### config.mk
export PLATFORM = sky130hd
export DESIGN_NAME = param_buffer
export DESIGN_NICKNAME = d
export VERILOG_FILES = /design/src/rtl/param_buffer.sv
export SDC_FILE = /design/constraint.sdc
export NUM_CORES = 1
export LEC_CHECK = 0
export CORE_MARGIN = 2
export CORE_UTILIZATION = 41
export DETAILED_ROUTE_END_ITERATION = 10
export GPL_TIMING_DRIVEN = 0
export SKIP_LAST_GASP = 1
export SLEW_MARGIN = 40
export SYNTH_ARGS = -nofsm -noshare
export SYNTH_HDL_FRONTEND = slang
export SYNTH_SLANG_ARGS = --single-unit
### constraint.sdc
create_clock -name clk -period 3.21 [get_ports clk]
set_input_delay 0.642 -clock clk [delete_from_list [all_inputs] [get_ports clk]]
set_output_delay 0.642 -clock clk [all_outputs]
set_load 0.01 [all_outputs]
### src/rtl/param_buffer.sv
// param_buffer: first-word-fall-through synchronous FIFO with a word count,
// almost-full/almost-empty thresholds and sticky overflow/underflow flags.
//
// Handshake: a write happens on a rising edge where data_in_valid=1 and
// data_in_ack=1 (ack = not full). A read happens on a rising edge where
// data_out_read=1 and data_out_valid=1 (valid = not empty). A write offered
// while full is dropped and sets overflow. A read issued while empty is
// ignored and sets underflow. Neither side may assume the other waits.
module param_buffer #(
  parameter int DATA_WIDTH   = 9,
  parameter int ADDR_WIDTH   = 3,
  parameter int AFULL_LEVEL  = 6,
  parameter int AEMPTY_LEVEL = 1
) (
  input  logic                  clk,
  input  logic                  rst,
  input  logic                  clear,
  input  logic [DATA_WIDTH-1:0] data_in,
  input  logic                  data_in_valid,
  output logic                  data_in_ack,
  output logic [DATA_WIDTH-1:0] data_out,
  output logic                  data_out_valid,
  input  logic                  data_out_read,
  output logic [ADDR_WIDTH:0]   count,
  output logic                  almost_full,
  output logic                  almost_empty,
  output logic                  overflow,
  output logic                  underflow
);

  localparam int DEPTH = 1 << ADDR_WIDTH;
  localparam int CW    = ADDR_WIDTH + 1;

  localparam logic [ADDR_WIDTH:0] FULL_CNT   = CW'(DEPTH);
  localparam logic [ADDR_WIDTH:0] AFULL_CNT  = CW'(AFULL_LEVEL);
  localparam logic [ADDR_WIDTH:0] AEMPTY_CNT = CW'(AEMPTY_LEVEL);

  logic [DATA_WIDTH-1:0] mem [DEPTH];
  logic [ADDR_WIDTH-1:0] wr_ptr;
  logic [ADDR_WIDTH-1:0] rd_ptr;
  logic                  full;
  logic                  empty;
  logic                  do_write;
  logic                  do_read;

  // Full/empty come from the count, so equal pointers are never ambiguous.
  always_comb begin
    full     = (count == FULL_CNT);
    empty    = (count == '0);
    do_write = data_in_valid & ~full & ~clear;
    do_read  = data_out_read & ~empty & ~clear;
  end

  // Status outputs are pure functions of the stored state.
  always_comb begin
    data_in_ack    = ~full;
    data_out_valid = ~empty;
    almost_full    = (count >= AFULL_CNT);
    almost_empty   = (count <= AEMPTY_CNT);
    data_out       = mem[rd_ptr];
  end

  // Storage array; contents need no reset since count gates visibility.
  always_ff @(posedge clk) begin
    if (do_write) mem[wr_ptr] <= data_in;
  end

  // Pointers and count; clear flushes ahead of any same-cycle transfer.
  always_ff @(posedge clk or negedge rst) begin
    if (!rst) begin
      wr_ptr <= '0;
      rd_ptr <= '0;
      count  <= '0;
    end else if (clear) begin
      wr_ptr <= '0;
      rd_ptr <= '0;
      count  <= '0;
    end else begin
      if (do_write) wr_ptr <= wr_ptr + ADDR_WIDTH'(1);
      if (do_read)  rd_ptr <= rd_ptr + ADDR_WIDTH'(1);
      if (do_write && !do_read)      count <= count + CW'(1);
      else if (do_read && !do_write) count <= count - CW'(1);
    end
  end

  // Sticky error flags, cleared only by clear or reset.
  always_ff @(posedge clk or negedge rst) begin
    if (!rst) begin
      overflow  <= 1'b0;
      underflow <= 1'b0;
    end else if (clear) begin
      overflow  <= 1'b0;
      underflow <= 1'b0;
    end else begin
      if (data_in_valid && full)  overflow  <= 1'b1;
      if (data_out_read && empty) underflow <= 1'b1;
    end
  end

endmodule

Word-level counts from Yosys, hierarchy flattened
Memories as Yosys holds them, arrays and structs flattened.
Index checks and enable logic that the tools add are counted.
- reductions and logical operators: 12
- $lt $le $gt $ge: 2
- muxes and demuxes: 13
- add/subtract/negate cells: 4
- eq/ne operators: 1
- bitwise logic cells: 7
- operator list (kind ; count):
    two-way mux 3 bit ; 4
    two-way mux 4 bit ; 3
    nonzero test 2 bit ; 4
    adder 3 x 1 -> 3 bit, second input constant ; 2
    two-way mux 1 bit ; 6
    adder 4 x 1 -> 4 bit, second input constant ; 1
    AND 1 bit ; 4
    equality test 4 bit, second input constant ; 1
    greater-or-equal comparator 4 x 3 -> 1 bit, second input constant ; 1
    less-or-equal comparator 4 x 1 -> 1 bit, second input constant ; 1
    logical AND 1 bit ; 4
    logical NOT 4 bit ; 1
    subtractor 4 x 1 -> 4 bit, second input constant ; 1
    NOT 1 bit ; 3
    nonzero test 3 bit ; 1
    logical NOT 1 bit ; 2
- register bits: 12
- memories kept: 1
- memory bits (writable): 72
- output and inout port bits: 19
- memory list (name ; words ; width ; read ports ; clocked after Yosys merged registers in ; wr ports ; RTL line ; RTL):
    mem ; 8 ; 9 ; 1 ; 0 ; 1 ; 38 ; logic [DATA_WIDTH-1:0] mem [DEPTH];

Depth between registers and ports, before layout
- depth in word-level cells: 9
- gate-level depth with buffers: 8
- depth with buffers taken out: 8

Worst setup path before layout
No wires, ideal clock.
- path type: register -> register
- start point: reg count[1]
- end point: mem mem[0][0] (enable)
- cell stages (with the launch flop): 7
- path slack: 0.734 ns
- data arrival time: 2.089 ns
- buffers on the path: 0
- cell sequence: dfrtp_1 -> inv_1 -> ha_1 -> nand3b_4 -> nand2_1 -> or3_1 -> nor3_1
- longest elaborated chain between the ends: 6
- RTL lines (element ; RTL line ; RTL):
    from (decl) ; 24 ; output logic [ADDR_WIDTH:0] count,
    from (signal assigned) ; 81 ; if (do_write && !do_read) count <= count + CW'(1);
    from (signal assigned) ; 82 ; else if (do_read && !do_write) count <= count - CW'(1);
    equality test 4 bit ; 48 ; full = (count == FULL_CNT);
    NOT 1 bit ; -- ;
    via data_in_ack ; 20 ; output logic data_in_ack,
    AND 1 bit (2 in series) ; 50 ; do_write = data_in_valid & ~full & ~clear;
    two-way mux 1 bit ; 65 ; if (do_write) mem[wr_ptr] <= data_in;
    two-way mux 1 bit (not written as such) ; 65 ;
    to (decl) ; 38 ;
The timed path passes the listed nets, and every way through them passes these cells.

Final worst setup path
- start point: reg rd_ptr[1]
- end point: out data_out[6]
- longest elaborated chain between the ends: 1
- RTL lines (element ; RTL line ; RTL):
    from (decl) ; 40 ; logic [ADDR_WIDTH-1:0] rd_ptr;
    from (signal assigned) ; 80 ; if (do_read) rd_ptr <= rd_ptr + ADDR_WIDTH'(1);
    memory read (8 x 9 bit) ; -- ;
    to (decl) ; 21 ; output logic [DATA_WIDTH-1:0] data_out,
No other way between the ends.

==> results by group <==
Global routing
  • Vias in the first global route: 1,919
  • Largest net degree at the start of global routing: 15
  • Initial antenna violation count: 0
  • GRT overflow: 0
  • Gr usage total: 15.2%
  • First-pass GRT wire length: 10.6 mm

Worst setup path
  • R2R Setup Slk: 0.68 ns
  • Worst endpoint required time: 2.57 ns
  • Crit Path Class: reg -> out
  • CP top delay family: buffers and inverters
  • Worst r2r src: count[1]
  • Crit path launch type: flop
  • Crit path cell chain: clkbuf_2, clkbuf_4, mux4_2, mux2_2, clkdlybuf4s50_1
  • Arrival time at the worst endpoint: 2.43 ns
  • Reg-to-reg critical path endpoint: mem[1][4]
  • Worst Path Buf+Inv: 3
  • Setup crit end kind: output pin
  • Max stage delay on crit path: 0.47 ns
  • Crit path max fanout: 10
  • R2R depth: 8
  • Worst path slowest cell: clkdlybuf4s50_1

Place
  • Dpl hpwl: 4.23 mm
  • RePlAce Congestion: 0.728
  • Placed insts: 332
  • Dpl ws: 0.415 ns
  • I/O Buffers: 31

Die
  • Die width: 97.0 um
  • Die height: 97.0 um
  • Number of core rows: 33
  • Top-level I/O count: 33
  • Core ar.: 0.00830 sq mm
  • Starting Density: 42.7%
  • DIE AREA: 0.00940 sq mm

Min path
  • Hold path start: overflow
  • Min-delay worst type: reg -> reg
  • Min-Delay Path Depth: 2
  • Hold EP: overflow

Clock tree
  • CTS max path bufs: 2
  • Worst skew pair latency: 0.34 ns
  • CTS tree: built
  • Setup Buffers After CTS: 0
  • Clock Tree Root: clkbuf_8
  • Hold-fix buffers, CTS: 0
  • Num Clock Sinks: 84
  • CTS clk-pin slew, worst paths: 0.07 ns
  • CTS H-tree lvls: 3
  • Post-cts resize count: 0
  • Num CTS Buffers: 9

Synthesis
  • Mux cell area share after synthesis: 15.5%
  • Async S/R FF share, synth: 14.3%
  • Synth Instances: 194
  • Largest family of logic cells by synthesized area: multiplexers
  • Compound-Gate Fraction of Synth Area: 2.37%
  • Syn avg cell area: 18.3 sq um
  • Top post-synthesis cells by area: edfxtp_1 (61%), mux4_2 (11%), dfrtp_1 (8.5%)
  • Synth unique cells: 38
  • Yosys top cell area share: 61.0%
  • Post-synth EDFFs: 72
  • Post-synthesis sequential area ratio: 69.5%
  • Cell taking the most area after synthesis: edfxtp_1
  • Area share of and/or/nand/nor cells after synthesis: 6.46%
  • Synthesized area: 0.00354 sq mm
  • Yosys Warn Count: 0
  • FF+latch count, synth: 84
  • XOR/XNOR Fraction of Synth Area: 1.62%
  • Synth Area in Adders: 2.12%
  • Syn Nets: 214
  • Top FF cell, synth: edfxtp_1

Power
  • Internal: 2060 uW
  • Switching power: 822 uW
  • Switching part of the total: 28.5%
  • Final Power: 2880 uW
  • Pwr dens: 688 mW/mm^2
  • Combinational power share: 33.2%
  • Leak: 0.00143 uW
  • Max VDD drop: 0.424 mV
  • Part of the power in the clock network: 21.9%
  • Sequential share of power: 44.9%

Finish
  • Commonest non-fill, non-tap cell in the layout: edfxtp_1
  • Number of diodes: 0
  • P&R area growth vs syn: 18.1%
  • Most frequent cells in the layout: edfxtp_1 (72), clkdlybuf4s50_1 (31), mux4_2 (18), dfrtp_1 (12), nor2_1 (10)
  • Layout cell share with drive strength beyond 1: 25.5%
  • Final non-filler cell total: 348
  • Layout Nets: 258

STA
  • Max Slew Vio Count: 0
  • Setup ws final: 0.137 ns
  • Setup TNS: 0 ns
  • Count of final setup violators: 0
  • Post-layout min period: 3.07 ns
  • Worst-Margin Slew: 0.785 ns
  • Fin Clk Skew: 0.0114 ns
  • F_max: 325 MHz
  • Final critical-path share of the clock period: 95.7%
  • WHS: 0.516 ns
  • Final Hold Viols: 0
  • RSZ-0062 raised after global routing: false
  • Slew HR: 47.6%

Route
  • Met3 WL: 175 um
  • Residual DRC: 0
  • Routed len/inst: 18.8 um
  • WL met1: 3.00 mm
  • Final WL: 6.54 mm
  • Via Count: 1,842
  • Met2 routed WL: 3.26 mm
  • Routed vias/inst: 5.29
  • Initial drt markers: 83
  • DR top layer: met4
  • Number of routed nets with antenna violations: 0
  • Router iterations before antenna repair: 4

Run
  • Max Cap Violations: 0

Status
  • Outcome: finished clean
-- flip-flops by register name, summed over array words and instances (netlist names) --
signal / cells
count: 4
wr_ptr: 3
rd_ptr: 3
mem: 72
underflow: 1
overflow: 1
-- layer usage --
metal | vias up | global-route usage, %
li1 | 846 | -
met5 | - | 0
met4 | 0 | 5.20
met3 | 10 | 4.05
met2 | 30 | 24.1
met1 | 956 | 20.4
-- how the worst max path moves through the flow --
stage / from / end / slack, ns / depth (start not counted)
floorplan: count[1] / mem[0][0] / 0.73 / 6
global placement: clear / mem[0][7] / -0.17 / 3
detailed placement: rd_ptr[1] / data_out[5] / 0.42 / 5
CTS: rd_ptr[1] / data_out[5] / 0.04 / 5
global route: rd_ptr[1] / data_out[8] / 0.02 / 5
finish: rd_ptr[1] / data_out[6] / 0.14 / 5
-- worst register-to-register path: stages, from the launching register on --
cell	delay (ns)
dfrtp_1	0.47
inv_1	0.13
ha_1	0.27
nand3b_4	0.14
and2_4	0.15
buf_6	0.12
nand3b_1	0.20
nor3_2	0.44
buf_2	0.31
-- kinds of logic (layout without fill, tap and decap cells) --
logic type,Yosys count,count (layout)
mux,31,31
xor+xnor,5,5
compound gates,12,12
flops,84,84
fa+ha+maj,6,6
buf+inv,13,62
simple gates,43,43
-- layout make-up --
cell class,count,area [sq um]
clock inverters,4,26.3
repair buffers,33,323
inverters,4,15.0
multi-input cells,97,1020
plain buffers,9,73.8
fillers,690,4110
clock buffers,12,135
well taps,105,131
flip-flops and latches,84,2460
-- synth_stat cells, types with 2 or more instances --
cell      number
clkbuf_1       2
nand2b_1       4
nor2_1        16
nor3_1         3
inv_1          3
mux2_2         9
dfrtp_1       12
nand3_1        3
buf_6          2
mux2i_1        2
mux4_2        18
nand2_1        6
xor2_1         3
edfxtp_1      72
mux2_1         2
a21oi_1        7
or3_1          2
nor2b_1        3
ha_1           6
-- per-stage QoR --
step,utilization (%),area [sq um]
detailed placement,48.5,4020
CTS,50.4,4180
global placement,48.0,3990
floorplan,-,3540
finish,50.4,4190
global route,50.4,4190
-- power groups by stage --
stage / combinational (uW) / clock (uW) / sequential (uW)
floorplan: 627 / 0 / 1310
global placement: 965 / 0 / 1320
detailed placement: 975 / 0 / 1320
CTS: 979 / 652 / 1300
global route: 1050 / 692 / 1300
finish: 958 / 630 / 1290
No activity file was read; power rests on OpenSTA's default activity.
